==> config.mk <==
export PLATFORM = sky130hd
export DESIGN_NAME = countdown_request_arb
export DESIGN_NICKNAME = d
export VERILOG_FILES = /design/src/rtl/countdown_request_arb.sv
export SDC_FILE = /design/constraint.sdc
export NUM_CORES = 1
export LEC_CHECK = 0
export ABC_AREA = 0
export BUFFER_PORTS_ARGS = -buffer_cell sky130_fd_sc_hd__buf_2
export CAP_MARGIN = 40
export CORE_ASPECT_RATIO = 0.5
export CORE_UTILIZATION = 45
export DETAILED_ROUTE_END_ITERATION = 6
export PLACE_DENSITY = 0.71
export SLEW_MARGIN = 20
export SYNTH_ARGS = -nofsm -noshare
export SYNTH_HDL_FRONTEND = slang
export SYNTH_SLANG_ARGS = --single-unit
export TNS_END_PERCENT = 30
==> constraint.sdc <==
create_clock -name clk -period 2.8 [get_ports clk]
set_input_delay 0.14 -clock clk [delete_from_list [all_inputs] [get_ports clk]]
set_output_delay 0.14 -clock clk [all_outputs]
set_load 0.03 [all_outputs]
==> src/rtl/countdown_request_arb.sv <==
// Serialises one-shot delay requests from N clients onto a single shared
// frame-countdown timer, routing each expiry back to its owner with a watchdog.
module countdown_request_arb #(
  parameter int unsigned N_CLIENTS = 4,
  parameter int unsigned WD_MARGIN = 2
) (
  input  logic                   clk,
  input  logic                   resetN,
  input  logic                   startOfFrame,
  input  logic [N_CLIENTS-1:0]   client_req,
  input  logic [4*N_CLIENTS-1:0] client_time,
  input  logic                   timer_done,
  output logic                   request_start,
  output logic [3:0]             requested_time,
  output logic [N_CLIENTS-1:0]   client_done,
  output logic [N_CLIENTS-1:0]   client_pending,
  output logic                   busy,
  output logic                   timeout_err
);

  localparam int unsigned IDX_W  = (N_CLIENTS > 1) ? $clog2(N_CLIENTS) : 1;
  localparam int unsigned TIME_W = 4;
  localparam int unsigned WD_W   = 5;

  typedef enum logic [1:0] {S_IDLE, S_ISSUE, S_WAIT} state_t;

  state_t                 state, state_nxt;
  logic [N_CLIENTS-1:0]   pending, pending_nxt;
  logic [TIME_W-1:0]      time_q   [N_CLIENTS];
  logic [TIME_W-1:0]      time_nxt [N_CLIENTS];
  logic [IDX_W-1:0]       grant, grant_nxt;
  logic [IDX_W-1:0]       last_grant, last_grant_nxt;
  logic [WD_W-1:0]        wd, wd_nxt;
  logic                   request_start_nxt;
  logic [TIME_W-1:0]      requested_time_nxt;
  logic [N_CLIENTS-1:0]   client_done_nxt;
  logic                   timeout_nxt;
  logic [IDX_W-1:0]       rr_pick;
  logic                   rr_found;

  // Round-robin search starting just after the previous owner.
  always_comb begin
    rr_found = 1'b0;
    rr_pick  = last_grant;
    for (int unsigned k = 1; k <= N_CLIENTS; k++) begin
      if (!rr_found && pending[IDX_W'((32'(last_grant) + k) % N_CLIENTS)]) begin
        rr_found = 1'b1;
        rr_pick  = IDX_W'((32'(last_grant) + k) % N_CLIENTS);
      end
    end
  end

  always_comb begin
    state_nxt          = state;
    pending_nxt        = pending;
    time_nxt           = time_q;
    grant_nxt          = grant;
    last_grant_nxt     = last_grant;
    wd_nxt             = wd;
    request_start_nxt  = 1'b0;
    requested_time_nxt = '0;
    client_done_nxt    = '0;
    timeout_nxt        = 1'b0;

    case (state)
      S_IDLE: begin
        if (rr_found) begin
          grant_nxt = rr_pick;
          state_nxt = S_ISSUE;
        end
      end
      S_ISSUE: begin
        request_start_nxt  = 1'b1;
        requested_time_nxt = time_q[grant];
        wd_nxt             = WD_W'(time_q[grant]) + WD_W'(WD_MARGIN);
        state_nxt          = S_WAIT;
      end
      S_WAIT: begin
        // Expiry has priority over a same-cycle watchdog abort.
        if (timer_done) begin
          client_done_nxt[grant] = 1'b1;
          pending_nxt[grant]     = 1'b0;
          last_grant_nxt         = grant;
          state_nxt              = S_IDLE;
        end else if (startOfFrame) begin
          if (wd == '0) begin
            timeout_nxt        = 1'b1;
            pending_nxt[grant] = 1'b0;
            last_grant_nxt     = grant;
            state_nxt          = S_IDLE;
          end else begin
            wd_nxt = wd - WD_W'(1);
          end
        end
      end
      default: state_nxt = S_IDLE;
    endcase

    // Capture after the clear so a request on the completion cycle re-arms.
    for (int unsigned i = 0; i < N_CLIENTS; i++) begin
      if (client_req[i] && !pending_nxt[i]) begin
        pending_nxt[i] = 1'b1;
        time_nxt[i]    = client_time[4*i +: 4];
      end
    end
  end

  always_ff @(posedge clk or negedge resetN) begin
    if (!resetN) begin
      state          <= S_IDLE;
      pending        <= '0;
      for (int unsigned i = 0; i < N_CLIENTS; i++) time_q[i] <= '0;
      grant          <= '0;
      last_grant     <= IDX_W'(N_CLIENTS - 1);
      wd             <= '0;
      request_start  <= 1'b0;
      requested_time <= '0;
      client_done    <= '0;
      timeout_err    <= 1'b0;
      busy           <= 1'b0;
    end else begin
      state          <= state_nxt;
      pending        <= pending_nxt;
      time_q         <= time_nxt;
      grant          <= grant_nxt;
      last_grant     <= last_grant_nxt;
      wd             <= wd_nxt;
      request_start  <= request_start_nxt;
      requested_time <= requested_time_nxt;
      client_done    <= client_done_nxt;
      timeout_err    <= timeout_nxt;
      busy           <= (state_nxt != S_IDLE);
    end
  end

  assign client_pending = pending;

endmodule

======== Yosys cells after proc, flatten, opt, wreduce, memory -nomap -nowiden ========
Cells that the tools add are included.
storage, ports and cells
  bits in registers ....................... 42
  input bits .............................. 24
cells by class
  add/sub/neg operators ................... 6
  order comparisons ....................... 7
  eq/ne operators ......................... 5
  mux-type cells .......................... 49
  bitwise logic cells ..................... 3
  reduce and logical (&&, ||, !) cells .... 24
operators by type and width
  operator                                                               count
  4-bit two-way mux                                                      9
  2-bit two-way mux                                                      11
  1-bit two-way mux                                                      18
  2-bit by 3-bit < comparator with 1-bit output (second input constant)  5
  5-bit two-way mux                                                      3
  5-bit one-hot mux with 2 select lines                                  1
  1-bit binary-select mux with 2-bit select                              4
  4-bit binary-select mux with 2-bit select                              1
  1-bit logical AND                                                      8
  2-bit nonzero test                                                     4
  1-bit zero test                                                        7
  2-bit inequality test (second input constant)                          3
  2-bit one-hot mux with 3 select lines                                  1
  4-bit by 2-bit adder with 5-bit output (second input constant)         1
  5-bit zero test                                                        1
  5-bit by 1-bit subtractor with 5-bit output (second input constant)    1
  2-bit by 1-bit adder with 2-bit output (second input constant)         2
  2-bit adder (second input constant)                                    2
  4-bit bitwise AND                                                      1
  4-bit NOT                                                              1
  4-bit AND reduction                                                    1
  3-bit >= comparator (second input constant)                            1
  2-bit NOT with 3-bit output                                            1
  3-bit AND reduction                                                    1
  6 further kinds                                                        6

======== Depth between registers and ports, before layout ========
Gate-level depths: netlist of run 1.
  depth in word-level cells ............... 16
  depth in mapped cells ................... 7
  gate-level depth less buffers ........... 6

======== Worst setup path before layout of run 1 ========
No wires, ideal clock.
  path kind ............................... register to register
  from .................................... register wd[0]
  to ...................................... register time_q[12] (netlist bit)
  setup time .............................. 0.125 ns
  data arrival time ....................... 1.810 ns
  data required time ...................... 2.675 ns
  path slack .............................. 0.866 ns
  stages on the path, launching flop included .. 8
  path buffers ............................ 1
  cells stage by stage .................... dfrtp_1 > inv_1 > ha_1 > or4b_1 > buf_4 > nor4_4 > o31ai_2 > mux2_2
between the ends
  word-level cells in the longest chain between the ends .. 7
RTL lines
  element                 line  RTL
  start, declared         33    logic [WD_W-1:0] wd, wd_nxt;
  start signal, assigned  127   wd <= wd_nxt;
  5-bit zero test         86    if (wd == '0) begin
  4-bit two-way mux       86
  4-bit two-way mux       85    end else if (startOfFrame) begin
  4-bit two-way mux       80    if (timer_done) begin
  4-bit two-way mux       65    case (state)
  1-bit zero test         101   if (client_req[i] && !pending_nxt[i]) begin
  1-bit logical AND       101
  end signal, assigned    124   time_q <= time_nxt;
  end, declared           29    logic [TIME_W-1:0] time_q [N_CLIENTS];
Every way passes these cells.
A chain may end at the register's enable or synchronous reset.

======== Worst setup path after layout of run 1 ========
  from .................................... register wd[0]
  to ...................................... register time_q[3] (netlist bit)
The elaborated chain is that of the path after synthesis.

==> flow_summary_export.csv, run 1 <==
group,metric,value,unit
critical_path,rr_worst_depth,6,
detailed_routing,m1WireLength,1.98,mm
clocking,worst_skew_pair.late_latency,290,ps
sta,finalSetupViolations,0,
sta,hold_viol,0,
critical_path,r2r_setup_slack,610,ps
synthesis,synth_area_leader_cell,"dfrtp_1",
synthesis,synth.distinct_cells,39,
synthesis,synth_cells,155,
sta,setup_ws,611,ps
floorplanning,core_area,0.00400,mm²
grt,grt_pass1_vias,1311,
pwr,leakage,0.00108,µW
sta,finalClockSkew,6.70,ps
critical_path,startpoint_type,"register",
synthesis,synth-simple-area-share,13.9,%
sta,worstMarginPinSlew,540,ps
sta,fin_crit_sh,78.2,%
synthesis,syn_area,0.00193,mm²
worst_hold_path,hold_depth,3,
critical_path,cp_cell_sequence,"inv_1, ha_1, or4b_1, nor3_2, o21ai_1, mux2_2",
grt,grt_max_degree,26,
clocking,numCtsBuffers,5,
clocking,clock_sinks,42,
placement,hpwl,3.04,mm
detailed_routing,vias_per_cell,5.28,
detailed_routing,wl_met3,193,µm
clocking,cts_tree,"done",
pwr,pwr_density_cell,1090,mW/mm²
clocking,cts_setup_buffers,0,
placement,port_buffers,38,
synthesis,synth-xor-area-share,0.454,%
critical_path,critPathCaptureType,"register",
floorplanning,dieArea,0.00457,mm²
grt,antenna_found_initial,0,
synthesis,synthAdderAreaFrac,1.95,%
sta,period_needed,2190,ps
finish,drive_above_1_share,38.4,%
synthesis,synth_top_family_by_area,"multiplexers",
detailed_routing,vias,1331,
critical_path,worstPathArrival,2360,ps
synthesis,synth_seq_cells,42,
finish,post-route-util,57.2,%
floorplanning,die_y,48.3,µm
detailed_routing,top_layer,"met4",
synthesis,yosysSeqAreaShare,54.6,%
grt,overflow,0,
critical_path,critical_path_class,"reg2reg",
critical_path,critPathMaxStageDelay,640,ps
grt,grtUsageTotal,19.8,%
worst_hold_path,min_to,"client_pending[0]",
clocking,cts_resized,0,
critical_path,worst_ep_required_time,2970,ps
clocking,cts_buffer_depth,2,
run,maxCapViolCount,0,
detailed_routing,drt_iter0_drc,54,
synthesis,yosysWarnings,0,
sta,final-max-slew-violation-count,0,
synthesis,synth-compound-area-share,10.4,%
floorplanning,fp.dieW,94.6,µm
pwr,vdd_drop_max,0.000344,V
synthesis,synth.avg_cell_area,12.4,µm²
sta,hold_ws,67.2,ps
grt,grt_pass1_wl,6.68,mm
clocking,htreeDepth,2,
synthesis,netlist.area_leader.share,51.9,%
finish,n_antenna_cell,0,
clocking,clock-root-buffer,"clkbuf_8",
detailed_routing,met2WireLength,1.75,mm
detailed_routing,drt-total-wl,3.96,mm
floorplanning,num_rows,16,
synthesis,muxShareOfSynthArea,16.2,%
synthesis,synth_edf_count,0,
finish,fin_nets,224,
synthesis,synth.area.top_cells,"dfrtp_1 52%, mux2_2 11%, mux4_2 4.7%, dfstp_2 2.7%, ha_1 1.9%",
sta,fin_tns_setup,0,ps
finish,fillers,335,
placement,pre_cts_slack,623,ps
worst_hold_path,hold_path.class,"in2reg",
finish,syn_to_final_growth,18.7,%
sta,max_freq,457,MHz
synthesis,synth_ff_type,"dfrtp_1",
critical_path,crit_fanout,6,
detailed_routing,drc,0,
floorplanning,pin_count,39,
detailed_routing,ant_nets,0,
sta,rsz0062_at_grt,"false",
floorplanning,initial_utilization,48.2,%
detailed_routing,firstDrtPassIters,4,
clocking,ctsHoldBuffers,1,
critical_path,r2r-end,"time_q[3]",
sta,relSlewSlack,64.0,%
placement,gp_congestion,0.770,
clocking,clk_pin_slew,80,ps
worst_hold_path,min_from,"client_req[0]",
critical_path,r2r_start,"wd[0]",
critical_path,crit_slowest_cell,"or4b_1",
outcome,status,"completed",
synthesis,async_reset_ff_share,100,%
critical_path,startpoint,"wd[0]",
detailed_routing,avgRoutedWirePerCell,15.7,µm
synthesis,synth_nets,182,
[synth_stat cells, types with 2 or more instances]
| master | number |
|---|---|
| a211o_1 | 3 |
| a21oi_1 | 5 |
| and2_1 | 4 |
| buf_2 | 2 |
| clkbuf_1 | 2 |
| dfrtp_1 | 40 |
| dfstp_2 | 2 |
| ha_1 | 3 |
| inv_1 | 6 |
| mux2_2 | 18 |
| mux2i_1 | 2 |
| mux4_2 | 4 |
| nand2_1 | 6 |
| nand2b_1 | 4 |
| nand3_1 | 3 |
| nor2_1 | 10 |
| nor3_1 | 5 |
| nor3_2 | 3 |
| nor3b_1 | 2 |
| o21ai_0 | 7 |
| o21ai_1 | 3 |
| o21bai_1 | 4 |
[final cells by class]
class                      count  area [µm²]  share of cell area [%]
clock buffer                   7        86.3                    3.77
inverter                       6        22.5                   0.983
multi-input combinational    102         828                    36.2
tap                           54        67.6                    2.95
sequential                    42        1050                    46.0
clock inverter                 1        5.00                   0.218
timing repair buffer          40         228                    9.94
[cell families (layout without fill, tap and decap cells)]
| group | Yosys count | count (layout) |
|---|---|---|
| adder cells (fa/ha/maj) | 3 | 3 |
| AND/OR/NAND/NOR | 44 | 44 |
| buffers and inverters | 11 | 54 |
| flip-flops | 42 | 42 |
| XOR/XNOR | 1 | 1 |
| multiplexers | 24 | 24 |
| AO/OA/AOI/OAI | 30 | 30 |
[where the power goes]
group / switching [µW] / internal (µW) / total, µW
combinational: 536 / 472 / 1010
sequential: 219 / 862 / 1080
clock: 198 / 199 / 397
[worst max path at each step]
stage                       endpoint  slack [ps]
after floorplan           time_q[12]         870
after global placement     time_q[0]         680
after detailed placement   time_q[1]         620
after CTS                 time_q[12]         600
after global routing       time_q[4]         470
final                      time_q[3]         610
[registers in the layout, indices dropped and copies added (netlist names)]
name / cells
request_start: 1
state: 2
last_grant: 2
requested_time: 4
time_q: 16
busy: 1
grant: 2
client_pending: 4
wd: 5
timeout_err: 1
client_done: 4
[worst max-delay path, delay by kind of cell (launching register included)]
kind	cells	cell delay (ps)
simple gates	2	940
flops	1	410
mux	1	310
compound gates	1	170
fa+ha+maj	1	160
buf+inv	1	90
[cells in the final DEF, fill, tap and decap left out, types with 2 or more instances in the layout]
cell type   n
inv_1       6
nor2_1     10
a211o_1     3
dfrtp_1    40
nand2b_1    4
and2_1      4
nand3_1     3
mux4_2      4
mux2_2     18
clkbuf_8    6
dfstp_2     2
nand2_1     6
a21oi_1     5
o21ai_0     7
mux2i_1     2
nor3_2      3
nor3_1      5
nor3b_1     2
o21ai_1     3
o21bai_1    4
buf_2      38
ha_1        3
[metal layers]
layer | vias to the layer above | track usage [%]
li1 | 645 | -
met1 | 649 | 30.8
met2 | 33 | 27.8
met3 | 4 | 4.25
met4 | 0 | 5.30
met5 | - | 0
[per-stage QoR]
stage,cells,instance area (µm²),power [µW]
floorplan,155,1930,1820
global placement,242,2160,2040
detailed placement,243,2190,2110
CTS,252,2290,2500
global route,252,2290,2670
finish,252,2290,2490
No activity file was read; power rests on OpenSTA's default activity.
==> inputs of run 2 (changes only) <==
==> constraint.sdc (replaced) <==
create_clock -name clk -period 2.02 [get_ports clk]
set_input_delay 0.101 -clock clk [delete_from_list [all_inputs] [get_ports clk]]
set_output_delay 0.101 -clock clk [all_outputs]
set_load 0.03 [all_outputs]
==> run 2 against run 1 <==
The flow now finishes with violations (setup timing); setup slack got worse by 690 ps; wire length increased by 3.1%; die area is the same; critical path depth rose by 1; sequential power is 34% higher; register-to-register slack got worse by 690 ps; maximum frequency grew 4.5%; clock power is 37% higher; global-route usage fell by 0.21 points; utilization grew 3.3 points; power grew 48%; first-iteration DRC count is 19% higher; critical path type unchanged; critical endpoint is now time_q[14]; largest power group is now combinational logic.
==> flow_summary_export.csv, run 2 (synthesized netlist as in run 1, its figures left out) <==
group,metric,value,unit
clocking,worst_skew_pair.late_latency,280,ps
placement,port_buffers,38,
pwr,power.share.clock,14.8,%
finish,fin_nets,238,
pwr,power_switching,1380,µW
grt,grtUsageTotal,19.6,%
sta,finalClockSkew,5.42,ps
clocking,clock_sinks,42,
critical_path,r2r-end,"time_q[14]",
floorplanning,dieArea,0.00457,mm²
detailed_routing,drt-total-wl,4.08,mm
grt,grt_max_degree,30,
pwr,swShare,37.5,%
sta,fin_crit_sh,104,%
critical_path,worst_ep_required_time,2190,ps
floorplanning,fp.dieW,94.6,µm
finish,regMostFlops,"time_q",
floorplanning,initial_utilization,48.2,%
sta,hold_viol,0,
detailed_routing,avgRoutedWirePerCell,15.3,µm
clocking,cts_buffer_depth,2,
finish,design_area,0.00242,mm²
finish,drive_above_1_share,46.2,%
detailed_routing,drc,0,
sta,final-max-slew-violation-count,0,
sta,setup_ws,-76.0,ps
placement,dpl-instance-area,0.00226,mm²
clocking,numCtsBuffers,5,
sta,hold_ws,36.7,ps
critical_path,startpoint_type,"register",
pwr,comb_power_share,45.7,%
critical_path,r2r_start,"wd[1]",
detailed_routing,firstDrtPassIters,4,
sta,max_freq,477,MHz
placement,hpwl,3.04,mm
critical_path,rr_worst_depth,7,
placement,gp_congestion,0.819,
detailed_routing,vias,1427,
critical_path,worstPathArrival,2270,ps
outcome,failed_checks,"setup timing",
finish,largest_reg_flops,16,
worst_hold_path,hold_path.class,"in2reg",
critical_path,r2r_setup_slack,-80,ps
grt,antenna_found_initial,0,
finish,layout_common_cells,"39 x dfrtp_1, 38 x buf_2, 17 x mux2_2",
detailed_routing,drt_iter0_drc,64,
detailed_routing,vias_per_cell,5.36,
pwr,pwr_density_cell,1520,mW/mm²
outcome,status,"finished with violations",
sta,relSlewSlack,62.8,%
critical_path,critPathCaptureType,"register",
detailed_routing,ant_nets,0,
finish,syn_to_final_growth,25.5,%
sta,period_needed,2100,ps
clocking,cts_tree,"done",
floorplanning,core_area,0.00400,mm²
clocking,clock-root-buffer,"clkbuf_8",
run,maxCapViolCount,0,
finish,final_common_cell,"dfrtp_1",
pwr,p_int,2300,µW
pwr,power_frac_seq,39.5,%
clocking,clk_pin_slew,80,ps
finish,n_antenna_cell,0,
critical_path,startpoint,"wd[1]",
critical_path,crit_fanout,5,
pwr,vdd_drop_max,0.000573,V
floorplanning,pin_count,39,
floorplanning,die_y,48.3,µm
sta,rsz0062_at_grt,"true",
grt,grt_pass1_wl,6.71,mm
sta,finalSetupViolations,4,
sta,worstMarginPinSlew,554,ps
grt,grt_pass1_vias,1319,
finish,top_regs,"time_q (16), wd (5)",
floorplanning,num_rows,16,
clocking,htreeDepth,2,
grt,overflow,0,
pwr,leakage,0.00115,µW
placement,pre_cts_slack,-69.0,ps
critical_path,critical_path_class,"reg2reg",
critical_path,crit_path_end,"time_q[14]",
## run 2: changes by cell type in the layout (fill, tap and decap cells not counted), sizes merged
| cell | delta |
|---|---|
| buf | +14 |
## run 2: power by group through the flow
stage          clock [µW]  sequential [µW]  combinational (µW)
2_1_floorplan           0             1520                1010
3_3_place_gp            0             1440                1570
3_5_place_dp            0             1450                1600
4_1_cts               559             1440                1610
5_1_grt               592             1500                1840
6_report              542             1450                1680
## run 2: cell type report
type                            instances  area [µm²]
Clock inverter                          1        5.00
Clock buffer                            7        86.3
Fill cell                             329        1580
Tap cell                               54        67.6
Inverter                                6        22.5
Multi-Input combinational cell        102         868
Timing Repair Buffer                   54         317
Sequential cell                        42        1050
## run 2: metrics by stage
step | setup TNS [ps] | utilization (%) | total power (µW) | instances
6_report | -212 | 60.5 | 3670 | 266
5_1_grt | -885 | 60.5 | 3920 | 266
4_1_cts | -554 | 59.3 | 3610 | 264
3_5_place_dp | -715 | 56.4 | 3050 | 255
3_3_place_gp | 0 | 56.4 | 3010 | 255
2_1_floorplan | 0 | - | 2530 | 155
## run 2: worst min-delay path by stage
stage	startpoint	end	depth (start not counted)
2_1_floorplan	resetN	busy	0
3_3_place_gp	resetN	client_pending[3]	1
3_5_place_dp	resetN	client_pending[3]	1
4_1_cts	timer_done	timeout_err	2
5_1_grt	timer_done	timeout_err	2
6_report	timer_done	timeout_err	2
## run 2: per-layer routing
layer  vias up  GRT usage (%)  share of wire, %
met3         2           4.25               5.3
li1        674              -                 -
met2        46           27.8                46
met1       705           30.9                49
met5         -              0                 0
met4         0           3.79             0.049
## run 2: timing repair
item,CTS,global route
gates cloned,0,0
setup buffers,0,2
hold endpoints to repair,13,0
setup endpoints to repair,16,19
gates resized for setup,3,9
hold buffers,1,0
## run 2: worst max-delay path: stages (launching register included)
cell,delay (ps)
dfrtp_1,400
inv_2,80
ha_4,120
or4b_4,460
buf_6,150
nor4_4,300
o31ai_4,130
mux2_4,330
